===== src/rtl/ultrasonic_ranger.sv =====
// ultrasonic_ranger: HC-SR04 trigger/echo timer producing a millimetre distance sample per cycle.
module ultrasonic_ranger #(
    parameter int CLK_PER_US   = 50,
    parameter int TRIG_US      = 10,
    parameter int PERIOD_US    = 60000,
    parameter int ECHO_WAIT_US = 30000,
    parameter int MAX_ECHO_US  = 25000,
    parameter int OBST_MM      = 40
) (
    input  logic        clk_50M,
    input  logic        rst_n,
    input  logic        enable,
    input  logic        UV_echo,
    output logic        UV_trig,
    output logic [15:0] distance_mm,
    output logic        dist_valid,
    output logic        echo_timeout,
    output logic        obstacle,
    output logic        busy
);
    localparam int PW = $clog2(CLK_PER_US);
    localparam int SW = $clog2(ECHO_WAIT_US + 1);
    localparam int EW = $clog2(MAX_ECHO_US + 1);
    localparam int NW = $clog2(PERIOD_US + 1);

    typedef enum logic [2:0] {IDLE, TRIG, WAIT_ECHO, MEASURE, DONE, HOLDOFF} state_t;
    state_t state, state_nx;

    logic e1, e2, e3, rise, fall;
    logic [PW-1:0] pre, ppre;
    logic [SW-1:0] st_us;
    logic [EW-1:0] echo_us;
    logic [NW-1:0] per_us;
    logic got_echo, tick, ptick, entry, enter_trig, per_done, timed_out;
    logic [19:0] prod;
    logic [15:0] dist_c;

    assign rise       = e2 & ~e3;
    assign fall       = ~e2 & e3;
    assign tick       = pre == PW'(CLK_PER_US - 1);
    assign ptick      = ppre == PW'(CLK_PER_US - 1);
    assign entry      = state_nx != state;
    assign enter_trig = state_nx == TRIG && state != TRIG;
    // The period runs on its own prescaler so per-state realignment never stretches it.
    assign per_done   = per_us == NW'(PERIOD_US) || (ptick && per_us == NW'(PERIOD_US - 1));
    assign timed_out  = !got_echo || echo_us == EW'(MAX_ECHO_US);
    assign prod       = 20'(echo_us) * 20'd11;
    assign dist_c     = (prod >> 6) > 20'h0FFFE ? 16'hFFFE : 16'(prod >> 6);
    assign UV_trig    = state == TRIG;
    assign busy       = state != IDLE;

    always_ff @(posedge clk_50M or negedge rst_n)
        if (!rst_n) state <= IDLE;
        else        state <= state_nx;

    always_comb begin
        state_nx = state;
        unique case (state)
            IDLE:      state_nx = enable ? TRIG : IDLE;
            TRIG:      state_nx = (tick && st_us == SW'(TRIG_US - 1)) ? WAIT_ECHO : TRIG;
            WAIT_ECHO: state_nx = rise ? MEASURE
                                : (tick && st_us == SW'(ECHO_WAIT_US - 1)) ? DONE : WAIT_ECHO;
            MEASURE:   state_nx = (fall || echo_us == EW'(MAX_ECHO_US)) ? DONE : MEASURE;
            DONE:      state_nx = HOLDOFF;
            HOLDOFF:   state_nx = per_done ? (enable ? TRIG : IDLE) : HOLDOFF;
            default:   state_nx = IDLE;
        endcase
    end

    always_ff @(posedge clk_50M or negedge rst_n)
        if (!rst_n) begin
            {e1, e2, e3} <= '0;
            pre          <= '0;
            ppre         <= '0;
            st_us        <= '0;
            echo_us      <= '0;
            per_us       <= '0;
            got_echo     <= 1'b0;
            distance_mm  <= 16'hFFFF;
            dist_valid   <= 1'b0;
            echo_timeout <= 1'b0;
            obstacle     <= 1'b0;
        end else begin
            {e1, e2, e3} <= {UV_echo, e1, e2};
            pre          <= (entry || tick) ? '0 : pre + PW'(1);
            ppre         <= (enter_trig || ptick) ? '0 : ppre + PW'(1);
            st_us        <= entry ? '0 : (tick && (state == TRIG || state == WAIT_ECHO)) ? st_us + SW'(1) : st_us;
            echo_us      <= (state_nx == MEASURE && entry) ? '0 : (state == MEASURE && tick) ? echo_us + EW'(1) : echo_us;
            per_us       <= enter_trig ? '0 : (ptick && per_us != NW'(PERIOD_US)) ? per_us + NW'(1) : per_us;
            got_echo     <= enter_trig ? 1'b0 : (state_nx == MEASURE) ? 1'b1 : got_echo;
            dist_valid   <= state == DONE;
            if (state == DONE) begin
                distance_mm  <= timed_out ? 16'hFFFF : dist_c;
                echo_timeout <= timed_out;
                obstacle     <= !timed_out && dist_c < 16'(OBST_MM);
            end
        end
endmodule


===== config.mk =====
export PLATFORM = sky130hd
export DESIGN_NAME = ultrasonic_ranger
export DESIGN_NICKNAME = d
export VERILOG_FILES = /design/src/rtl/ultrasonic_ranger.sv
export SDC_FILE = /design/constraint.sdc
export NUM_CORES = 1
export LEC_CHECK = 0
export ABC_AREA = 1
export CORE_MARGIN = 10
export CORE_UTILIZATION = 65
export DETAILED_ROUTE_END_ITERATION = 8
export HOLD_SLACK_MARGIN = 0.08
export PLACE_DENSITY = 0.82
export SETUP_SLACK_MARGIN = 0.3
export SKIP_LAST_GASP = 1
export SLEW_MARGIN = 20
export SYNTH_ARGS = -nofsm -noshare
export SYNTH_HDL_FRONTEND = slang
export SYNTH_SLANG_ARGS = --single-unit

===== constraint.sdc =====
create_clock -name clk_50M -period 8.1 [get_ports clk_50M]
set_clock_uncertainty 0.1 [all_clocks]
set_input_delay 2.025 -clock clk_50M [delete_from_list [all_inputs] [get_ports clk_50M]]
set_output_delay 2.025 -clock clk_50M [all_outputs]
set_load 0.05 [all_outputs]

Word-level counts from Yosys, hierarchy flattened:

Cells that the tools add are included.

* flip-flop bits (word level): 84
* bits of input ports: 4
* output and inout port bits: 21
* logic and storage cells: 85

* $add $sub $neg: 5
* multiply operators: 1
* magnitude comparators: 2
* equal/unequal tests: 17
* muxes and demuxes: 19
* bitwise gates (word level): 4
* reduce and logical (&&, ||, !) cells: 23

Operators by type and width (count)
* two-way mux 16 bit: 4
* two-way mux 15 bit: 4
* equality test 16 bit (second input constant): 2
* adder 15 x 1 -> 15 bit (second input constant): 2
* equality test 15 bit (second input constant): 2
* multiplier 15 x 4 -> 19 bit (second input constant): 1
* one-hot mux 3 bit (6 select lines): 1
* adder 16 x 1 -> 16 bit (second input constant): 1
* greater-than comparator 13 x 16 -> 1 bit (second input constant): 1
* less-than comparator 16 x 6 -> 1 bit (second input constant): 1
* != test 16 bit (second input constant): 1
* equality test 15 x 4 -> 1 bit (second input constant): 1
* adder 6 x 1 -> 6 bit (second input constant): 2
* equality test 6 bit (second input constant): 2
* two-way mux 3 bit: 4
* two-way mux 6 bit: 2
* equality test 3 x 2 -> 1 bit (second input constant): 3
* logical AND 1 bit: 9
* nonzero test 2 bit: 4
* equality test 3 x 1 -> 1 bit (second input constant): 2
* equality test 3 bit (second input constant): 2
* logical OR 1 bit: 6
* logical NOT 3 bit: 1
* two-way mux 1 bit: 3
* 7 further kinds: 10

Logic depth before layout (Yosys ltp):

* depth after elaboration: 9
* gate-level depth with buffers: 18
* mapped depth without buffers: 18

Least setup slack after synthesis:

No wires, ideal clock.

* kind: input to register
* start point: input enable
* end point: register st_us[1]
* setup time: 0.121 ns
* arrival time: 2.883 ns
* data required time: 7.879 ns
* slack: 4.995 ns
* stages: 10
* path buffers: 1
* cells stage by stage: a21boi_0 nor2_1 nand2_1 nor2_2 nand2_2 nand2_1 nand2_1 nand2_2 buf_6 nor2_1

* longest elaborated chain between the ends: 5
* elaborated cells between the ends (all ways): 6
* those cells by class: eq/ne: 1; mux: 4; reduce/logical: 1

Ends and longest elaborated chain
* from (decl): line 12 `input logic enable,`
* two-way mux 1 bit (*): line 59, 65
* two-way mux 3 bit: line 65 `HOLDOFF: state_nx = per_done ? (enable ? TRIG : IDLE) : HOLDOFF;`
* one-hot mux 3 bit (6 select lines) (*): line 58 `unique case (state)`
* named net state_nx[0]: line 27 `state_t state, state_nx;`
* != test 3 bit (*): line 42 `assign entry = state_nx != state;`
* two-way mux 15 bit or nonzero test 2 bit (tied branches)
* to (signal assigned): line 87 `st_us <= entry ? '0 : (tick && (state == TRIG || state == WAIT_ECHO)) ? st_us + SW'(1) : st_us;`
* to (decl): line 31 `logic [SW-1:0] st_us;`

The timed path passes the listed nets; every way through them passes the cells marked *.
A chain may end at the register's enable or synchronous reset.

Worst setup path in the final report:

* start point: register state[2]
* end point: output UV_trig

* longest elaborated chain between the ends: 1

Ends and longest elaborated chain
* from (decl): line 27
* from (signal assigned): line 54 `else state <= state_nx;`
* equality test 3 x 1 -> 1 bit: line 49 `assign UV_trig = state == TRIG;`
* to (decl): line 14 `output logic UV_trig,`

No other way between the ends.

==> summary.md <==
| Metric | Value |
|---|---|
| I/O Buffers | `24` |
| # hold bufs at CTS | `0` |
| Clk pwr share | `40.3%` |
| Synth Area in Adders | `about an eighth` |
| Leak pwr | `3.56 nW` |
| Most common cell after layout, fill and taps aside | `nand2_1` |
| Comb pwr share | `1.4%` |
| Clk root buf | `clkbuf_8` |
| Fillers | `801` |
| Minimum clock period after layout | `4.10 ns` |
| Mapped Area | `0.00603 mm²` |
| Max-cap violations | `0` |
| CP startpoint kind | `register` |
| Leading cell types in the layout, fill and taps excluded | `nand2_1, inv_1, nor2_1` |
| N_diodes | `0` |
| Unrepaired setup endpoints after global routing | `no` |
| Final period util | `~51%` |
| Slew @ Worst Pin | `between 0.7 and 0.8 ns` |
| Post-synth EDFFs | `0` |
| CTS tree | `yes` |
| Die Span Y | `116 µm` |
| Layout area overhead | `8.15%` |
| CP Cell Sequence | `inv_1 > nand3_1 > inv_1 > clkdlybuf4s50_1` |
| Overall routing resource usage | `between 20% and 30%` |
| Initial antenna violation count | `0` |
| Req. time, crit path | `5.98 ns` |
| #FFs+latches synth | `~80` |
| Maximum vdd drop | `about 0.077 mV` |
| Final Util | `between 70% and 80%` |
| Ys flop type | `dfrtp_1` |
| Critical path's slowest cell | `clkdlybuf4s50_1` |
| Slew Limit Fails | `0` |
| Post-CTS Setup Inserts | `0` |
| DRC | `0` |
| Ys Warns | `0` |
| Netlist cell types | `37` |
| Sequential share of the synthesized area | `approximately 34%` |
| Largest family of logic cells by synthesized area | `simple AND/OR/NAND/NOR gates` |
| Layout cell share with drive strength beyond 1 | `~6.4%` |
| H-Tree Depth | `3` |
| Rows | `35` |
| CTS Sinks | `82` |
| Arr. time, crit path | `a little under 2 ns` |
| Number of global-route vias before repair | `5178` |
| WL/cell | `roughly 13 µm` |
| Ys async rst share | `100%` |
| Fin nets | `930` |
| Worst Setup End Kind | `primary output` |
| CTS clk-pin slew, worst paths | `roughly 0.080 ns` |
| XOR/XNOR Fraction of Synth Area | `3.63%` |
| Avg Inst Size Synth | `between 7 and 8 µm²` |
| Fmax | `244 MHz` |
| Clock Latency Late Sink | `0.37 ns` |
| Setup TNS Final | `0 ns` |
| Power Density | `108 mW/mm²` |
| Relative slew margins | `50.7%` |
| Multiplexer share of the synthesized area | `0%` |
| Status | `finished, final reports clean` |
| First-pass GRT wire length | `around 24 mm` |
| Ports | `25` |
| Placer congestion estimate | `0.916` |
| CP Max Fanout | `4` |
| Resize count post-CTS | `0` |
| Hold slack final | `roughly 0.27 ns` |
| Total congestion overflow | `0` |
| P_sw | `0.000173 W` |
| Final HPWL DP | `10.2 mm` |
| CTS max path bufs | `2` |
| Largest net degree at the start of global routing | `83` |
| DR pass1 iterations | `6` |
| Die area | `0.0135 mm²` |
| HP Class | `register to register` |
| ANT nets after route | `0` |
| Fin. Hold Viols | `0` |
| CTS buffer count | `9` |
| Critical path type | `register to primary output` |
| Die W | `116 µm` |
| Drt initial violations | `366` |
| Final setup viols | `0` |
| Starting density of the core | `about two thirds` |
| Synth Area in Simple Gates | `32.3%` |
| Syn nets | `903` |
| Cell mode on critical path | `inv_1` |
| Cells after Synth | `846` |
| Routed wire length | `13.3 mm` |
| Crit path largest cell delay | `~0.8 ns` |
| Seq pwr share | `58.2%` |
| Design internal power | `~0.00053 W` |
| Core area | `0.00915 mm²` |
| Synth Area in Compound Gates | `~5.0%` |
| Via density | `5.39` |
| Sw Share | `roughly 25%` |
| Via count | `between 5000 and 6000` |
==> critical path: cells and delay by family (launching register included) <==
family | cells | cell delay [ns]
and+or+nand+nor | 1 | 0.13
DFF | 1 | 0.41
buffers and inverters | 3 | 1.06
==> Yosys cell counts (all sizes together), types with 11 or more instances <==
cell type / n / share of area [%]
o21ai: 26 / 2.2
fa: 11 / 3.6
nor2: 112 / 7.5
ha: 42 / 8.7
nand3: 77 / 7.0
nand4: 14 / 1.5
xor2: 19 / 2.8
nor3: 19 / 1.6
dfrtp: 68 / 28
nand2: 200 / 13
inv: 180 / 11
a21oi: 16 / 1.3
dfstp: 14 / 6.1
==> final timing paths <==
kind                                   startpoint                     to  slack (ns)  cells past startpoint
max                            state[2]$_DFF_PN0_                UV_trig        4.00                      4
min                                  e1$_DFF_PN0_           e2$_DFF_PN0_        0.27                      0
max reg2reg                echo_us[4]$_DFFE_PN0P_   obstacle$_DFFE_PN0P_        4.98                     18
min reg2reg                          e1$_DFF_PN0_           e2$_DFF_PN0_        0.27                      0
max in group asynchronous                   rst_n           e3$_DFF_PN0_        5.80                      1
min in group asynchronous                   rst_n  per_us[5]$_DFFE_PN0P_        1.58                      1
==> state kept, by name (all words and copies together) (netlist names) <==
name	cells
dist_valid	1
obstacle	1
per_us	16
ppre	6
st_us	15
echo_us	15
pre	6
e2	1
e1	1
state	3
distance_mm	14
got_echo	1
echo_timeout	1
e3	1
==> logic make-up after synthesis <==
family,count (synthesis)
xor gates and xnor gates,25
AOI/OAI and AO/OA,55
adders and majority gates,53
buffers and inverters,190
and+or+nand+nor,441
DFF,82
==> power by group through the flow <==
stage | registers [W] | logic (W) | clock network [W]
3_3_place_gp | 0.000418 | 0.0000103 | 0
6_report | 0.000410 | 0.0000102 | 0.000284
3_5_place_dp | 0.000418 | 0.0000107 | 0
5_1_grt | 0.000411 | 0.0000119 | 0.000307
2_1_floorplan | 0.000418 | 0.000000917 | 0
4_1_cts | 0.000410 | 0.0000107 | 0.000290
==> per-layer routing <==
layer / part of all wire (%) / up-vias / track usage (%)
li1: - / 2680 / -
met1: 46 / 2499 / 28.1
met2: 48 / 120 / 35.4
met3: 4.7 / 24 / 3.44
met4: 1.7 / 0 / 6.26
met5: 0 / - / 0
==> through the flow <==
stage	area (µm²)	setup slack [ns]	std cells	power (W)
global placement	6350	4.25	973	0.000429
detailed placement	6350	4.21	973	0.000429
global route	6530	3.87	988	0.000730
floorplan	6030	5.00	846	0.000419
finish	6530	4.00	988	0.000705
CTS	6520	4.01	988	0.000711
==> layout make-up <==
cell class,instances,area (µm²),share of cell area [%]
flip-flops and latches,82,2070,31.7
inverters,182,683,10.5
repair buffers,24,241,3.70
clock inverters,5,38.8,0.594
well taps,111,139,2.13
clock buffers,10,138,2.11
multi-input cells,574,3220,49.3
Power figures use the tool's default switching activity.
